===== config.mk =====
export PLATFORM = sky130hd
export DESIGN_NAME = uart_rx_frame
export DESIGN_NICKNAME = d
export VERILOG_FILES = /design/src/rtl/uart_pkg.sv /design/src/rtl/sync_2ff.sv /design/src/rtl/uart_rx_frame.sv
export SDC_FILE = /design/constraint.sdc
export NUM_CORES = 1
export LEC_CHECK = 0
export ABC_AREA = 1
export BUFFER_PORTS_ARGS = -buffer_cell sky130_fd_sc_hd__buf_4
export CORE_MARGIN = 2
export CORE_UTILIZATION = 54
export DETAILED_ROUTE_END_ITERATION = 7
export GPL_ROUTABILITY_DRIVEN = 1
export PLACE_DENSITY = 0.82
export SETUP_SLACK_MARGIN = 0.02
export SLEW_MARGIN = 20
export SYNTH_ARGS = -nofsm -noshare
export SYNTH_HDL_FRONTEND = slang
export SYNTH_SLANG_ARGS = --single-unit

===== constraint.sdc =====
create_clock -name clk -period 1.46 [get_ports clk]
set_input_delay 0.438 -clock clk [delete_from_list [all_inputs] [get_ports clk]]
set_output_delay 0.438 -clock clk [all_outputs]
set_load 0.01 [all_outputs]

===== src/rtl/uart_pkg.sv =====
// Shared types and constants for the 8N1 UART receive path.
package uart_pkg;

  typedef enum logic [1:0] {
    IDLE,
    START,
    DATA,
    STOP
  } rx_state_t;

  localparam int unsigned DATA_BITS        = 8;
  localparam int unsigned BAUD_DIV_DEFAULT = 5208;

endpackage


===== src/rtl/sync_2ff.sv =====
// Generic two-flop synchroniser for a single asynchronous input bit.
module sync_2ff #(
  parameter logic RESET_VAL = 1'b0
) (
  input  logic clk,
  input  logic rst_n,
  input  logic d,
  output logic q
);

  logic meta;

  always_ff @(posedge clk) begin
    if (!rst_n) begin
      meta <= RESET_VAL;
      q    <= RESET_VAL;
    end else begin
      meta <= d;
      q    <= meta;
    end
  end

endmodule


===== src/rtl/uart_rx_frame.sv =====
// 8N1 UART receiver: mid-bit sampling, LSB-first deserialiser, sticky rdy.
// Optional stop-bit checking with frm_err output when UART_FRM_ERR_EN is defined.
module uart_rx_frame
  import uart_pkg::*;
#(
  parameter int unsigned BAUD_DIV = BAUD_DIV_DEFAULT
) (
  input  logic       clk,
  input  logic       rst_n,
  input  logic       RX,
  input  logic       clr_rdy,
  output logic       rdy,
  output logic [7:0] rx_data
`ifdef UART_FRM_ERR_EN
  ,
  output logic       frm_err
`endif
);

  localparam int unsigned CW = $clog2(BAUD_DIV);
  localparam logic [CW-1:0] HALF_LOAD = CW'(BAUD_DIV / 2 - 1);
  localparam logic [CW-1:0] FULL_LOAD = CW'(BAUD_DIV - 1);
  localparam logic [3:0]    LAST_BIT  = 4'(DATA_BITS - 1);

  rx_state_t state, state_nx;

  logic          rx_s;
  logic          rx_prev;
  logic [1:0]    settle;
  logic          fall;
  logic [CW-1:0] baud_cnt;
  logic          expired;
  logic [3:0]    bit_cnt;
  logic [7:0]    shreg;

  logic load_half;
  logic load_full;
  logic shift_en;
  logic clr_bits;
  logic complete;
  logic stop_bad;

  sync_2ff #(.RESET_VAL(1'b1)) u_rx_sync (
    .clk   (clk),
    .rst_n (rst_n),
    .d     (RX),
    .q     (rx_s)
  );

  // History is forced low until the synchroniser holds real line data, so a
  // line that is already low when reset releases never counts as a start edge.
  assign fall    = rx_prev && !rx_s;
  assign expired = (baud_cnt == '0);

  always_ff @(posedge clk) begin
    if (!rst_n) state <= IDLE;
    else        state <= state_nx;
  end

  always_comb begin
    state_nx = state;
    case (state)
      IDLE:  if (fall) state_nx = START;
      START: if (expired) state_nx = rx_s ? IDLE : DATA;
      DATA:  if (expired && bit_cnt == LAST_BIT) state_nx = STOP;
      STOP:  if (expired) state_nx = IDLE;
      default: state_nx = IDLE;
    endcase
  end

  always_comb begin
    load_half = 1'b0;
    load_full = 1'b0;
    shift_en  = 1'b0;
    clr_bits  = 1'b0;
    complete  = 1'b0;
    stop_bad  = 1'b0;
    case (state)
      IDLE:  load_half = fall;
      START: begin
        if (expired && !rx_s) begin
          load_full = 1'b1;
          clr_bits  = 1'b1;
        end
      end
      DATA: begin
        if (expired) begin
          shift_en  = 1'b1;
          load_full = 1'b1;
        end
      end
      STOP: begin
        if (expired) begin
`ifdef UART_FRM_ERR_EN
          complete = rx_s;
          stop_bad = !rx_s;
`else
          complete = 1'b1;
`endif
        end
      end
      default: ;
    endcase
  end

  always_ff @(posedge clk) begin
    if (!rst_n) begin
      settle   <= '0;
      rx_prev  <= 1'b0;
      baud_cnt <= '0;
      bit_cnt  <= '0;
      shreg    <= '0;
      rx_data  <= '0;
      rdy      <= 1'b0;
    end else begin
      settle  <= {settle[0], 1'b1};
      rx_prev <= settle[1] ? rx_s : 1'b0;

      if (load_half)                     baud_cnt <= HALF_LOAD;
      else if (load_full)                baud_cnt <= FULL_LOAD;
      else if (state != IDLE && !expired) baud_cnt <= baud_cnt - CW'(1);

      if (clr_bits)      bit_cnt <= '0;
      else if (shift_en) bit_cnt <= bit_cnt + 4'd1;

      if (shift_en) shreg <= {rx_s, shreg[7:1]};

      if (complete) rx_data <= shreg;

      if (complete)     rdy <= 1'b1;
      else if (clr_rdy) rdy <= 1'b0;
    end
  end

`ifdef UART_FRM_ERR_EN
  always_ff @(posedge clk) begin
    if (!rst_n) frm_err <= 1'b0;
    else        frm_err <= stop_bad;
  end
`else
  logic unused_stop_bad;
  assign unused_stop_bad = stop_bad;
`endif

endmodule


==> key figures <==
Critical path
  – Crit Path Class: register to register
  – Worst R2R Setup Slack: -0.12 ns
  – Worst r2r src: baud_cnt[1]
  – RR Endpoint: baud_cnt[11]
  – Crit. End Element: register
  – Critical path arrival: between 1.5 and 2 ns
  – Startpoint Class: register
  – Worst EP required: 1.71 ns
  – CP max FO: 8
  – R2R cell count: 10

Logic synthesis
  – Count leader, synth: inv_1
  – Mapped Cells: 265
  – Number of flops mapped to enable cells by yosys: 0
  – Post-Syn Area: about 0.002 sq mm
  – Complex-gate fraction of the synthesized area: 16.52%
  – Top post-synthesis cells by area: dfxtp_1 (40%), inv_1 (7.7%), nand2_1 (7.4%)
  – Seq cells post-synth: 41
  – Largest family of logic cells by synthesized area: simple AND/OR/NAND/NOR gates
  – Multiplexer share of the synthesized area: 0%
  – Xor and xnor area share after synthesis: about 1.3%
  – Register area share after synthesis: about 40%
  – Yosys warns: 0
  – Post-synth top cells: inv_1 (42), dfxtp_1 (41), nand2_1 (40)
  – Adder-cell area share of the yosys netlist: 3.686%
  – Main flop type after synthesis: dfxtp_1
  – Post-synthesis simple-gate area fraction: 28.07%
  – Synth cell types: 34
  – Syn Area/Cell: between 7 and 8 sq um
  – FFs w/ async S/R, synth: 0%
  – Syn Nets: 275
  – Synth area leader: dfxtp_1
  – Top-area cell type share of the netlist area: between 40% and 50%

Placed design
  – RePlAce Congestion: between 0.8 and 0.9
  – Inst Count DP: roughly 350
  – I/O Buffers: 12
  – Detailed placer's ending HPWL: 3053 microns

Power and ir drop
  – Clk pwr share: 15.8%
  – NetSw: 2.301 mW
  – Leakage power total: ~1.3 nW
  – Reg power frac: 25.7%
  – Comb pwr share: between 50 and 60%
  – Switching part of the total: a little under half
  – Peak VDD IR: 0.9101 mV
  – Power per cell area: ~1800 mW/mm^2
  – Internal Pwr Total: between 2 and 3 mW

Timing
  – Final worst slack: -0.1171 ns
  – Unrepaired setup endpoints after global routing: true
  – Worst-Margin Slew: approximately 0.37 ns
  – Worst rel slew slack: roughly 75%
  – Final period util: 108.0%
  – Post-route setup TNS: -1.561 ns
  – Clock Skew: 0.008138 ns
  – Achievable Freq: roughly 630 MHz
  – Endpoints failing setup: 27
  – Final Hold Fails: 0
  – Slew Limit Fails: 0
  – Crit path time final: 1.577 ns

Floorplan
  – Initial core utilization: 56.06%
  – Die H: 65.42 microns
  – Row cnt: 22
  – Full die area: 0.004279 sq mm
  – Io pins: 13
  – Die width: ~65 microns
  – Core area: 0.003633 sq mm

Detailed routing
  – Via count: 2131
  – Metal-1 WL: ~2600 microns
  – Initial DRT Pass Iterations: 4
  – Antenna viol nets, final: 0
  – Via-per-instance ratio: approximately 5.7
  – Highest metal used: met4
  – Detailed Route WL: 6254 microns
  – Met2 WL: 2997 microns
  – DR WL/cell: 16.81 microns
  – DR WL met3: 459 microns
  – Residual DRC count: 0
  – Initial DRC count: 146

Outcome
  – Outcome: complete, but fails checks
  – Failing checks: setup timing

Global route
  – First-pass GRT wire length: between 7000 and 8000 microns
  – Total track usage: 24.19%
  – Number of global-route vias before repair: 1779
  – Largest net degree at the start of global routing: 26
  – Antenna violations before repair: 0
  – Total gr overflow: 0

Clocking
  – Clock transition at the registers of the reported paths: 0.09 ns
  – Number of CTS-inserted buffers: 5
  – Cts hold-fix bufs: 0
  – CTS Sinks: 41
  – CTS tree: done
  – Maximum buffer depth of the clock tree: 2
  – CTS root buffer: clkbuf_8
  – Clock latency on the worst-skew pair: 0.32 ns
  – CTS HTree Levels: 2

Hold path
  – Hold path start: RX
  – Hold Path Class: input pin to register
  – Hold EP: u_rx_sync.meta
  – WHS Path Cells: 2

Finish
  – Nets@finish: 333
  – Layout area overhead: 38.70%
  – Post-Layout Cell Count: about 370
  – Final core occ: just under 80%
  – Final antenna diode count: 0
  – Layout fillers: 225
  – Share of layout cells above drive strength 1: between 40% and 50%

Run
  – Max Cap Viol: 0
-- power groups by stage --
| stage | Clock [mW] | Combinational [mW] | Sequential (mW) |
|---|---|---|---|
| 2_1_floorplan | 0 | 1.46 | 1.32 |
| 3_3_place_gp | 0 | 1.94 | 1.30 |
| 3_5_place_dp | 0 | 1.99 | 1.31 |
| 4_1_cts | 0.805 | 2.32 | 1.30 |
| 5_1_grt | 0.853 | 3.17 | 1.32 |
| 6_report | 0.808 | 2.99 | 1.31 |
-- what timing repair did --
action | 4_1_cts | 5_1_grt
endpoints found under the setup margin | 32 | 34
setup buffers | 8 | 8
pin swaps | 18 | 9
cloned | 1 | 2
gates resized for setup | 23 | 47
-- area by class of cell --
class | count | area [sq um] | share of cell area, %
tap | 48 | 60.06 | 2.126
inverter | 44 | 167.7 | 5.934
timing repair buffer | 54 | 431.7 | 15.28
sequential | 41 | 829.5 | 29.36
clock inverter | 3 | 25.02 | 0.8857
multi-input combinational | 177 | 1242 | 43.98
clock buffer | 5 | 68.82 | 2.436
-- worst max-delay path, stage by stage, from the launching register on --
cell and delay (ns):
dfxtp_2 0.35, inv_2 0.06, ha_4 0.16, nand2_4 0.09
nor2_4 0.06, a21oi_4 0.31, buf_6 0.17, nand2_2 0.05
nor2_2 0.08, nor2_1 0.06, a21oi_2 0.10
-- how the worst max path moves through the flow --
stage | startpoint | end | cells after the start
final | baud_cnt[1] | baud_cnt[11] | 10
after global routing | baud_cnt[1] | baud_cnt[0] | 10
after CTS | baud_cnt[1] | baud_cnt[0] | 10
after detailed placement | baud_cnt[1] | bit_cnt[0] | 7
after global placement | register | baud_cnt[0] | 9
after floorplan | state[0] | baud_cnt[0] | 7
-- flip-flops by register name, indices dropped and copies added (netlist names), named ones only --
signal and flops:
baud_cnt 13, bit_cnt 4, rdy 1, rx_data 8, rx_prev 1, settle 2, shreg 8, state 1
u_rx_sync.meta 1, u_rx_sync.q 1
-- cells in the final DEF, fill, tap and decap left out, types with 2 or more instances in the layout --
cell      synthesis  routed
nor2_4            6      10
buf_4             0      47
o21ai_0          13       6
clkbuf_8          0       5
a21oi_2           2       7
buf_6             2       7
dfxtp_2           0       4
ha_1              6       2
nand3_4           1       3
nand3_1          17      12
nor2_1           18      13
o21ai_1          11      11
a21oi_1          28      23
nand2_1          40      37
dfxtp_1          41      36
inv_2             1       7
nand3_2           0       6
nand4_1           3       3
nor3_4            1       2
nor2_2            6       7
or2_2             2       2
inv_6             0       2
nand2_2           4       5
nand2_4           2       4
xor2_1            3       3
o21ai_2           0       7
ha_4              0       3
inv_1            42      35
-- through the flow --
| stage | hold WS (ns) | setup slack [ns] | cell area [sq um] | power, mW |
|---|---|---|---|---|
| floorplan | 0.3905 | 0.03053 | 2052 | 2.783 |
| global placement | 0.3959 | -0.02289 | 2391 | 3.242 |
| detailed placement | 0.4052 | -0.09383 | 2391 | 3.300 |
| CTS | 0.3134 | -0.008758 | 2603 | 4.420 |
| global route | 0.3075 | -0.1828 | 2825 | 5.343 |
| finish | 0.3046 | -0.1171 | 2825 | 5.105 |
-- cell families after synthesis --
logic type                 count (synthesis)
AOI/OAI and AO/OA                         59
buffers and inverters                     50
adders and majority gates                  6
and+or+nand+nor                          106
DFF                                       41
xor gates and xnor gates                   3
-- metal layers --
metal	up-vias	GRT usage (%)
met5	-	0
met4	0	10.68
met3	18	5.651
met2	107	38.01
met1	1039	31.68
li1	967	-
(Power assumes the default switching activity.)
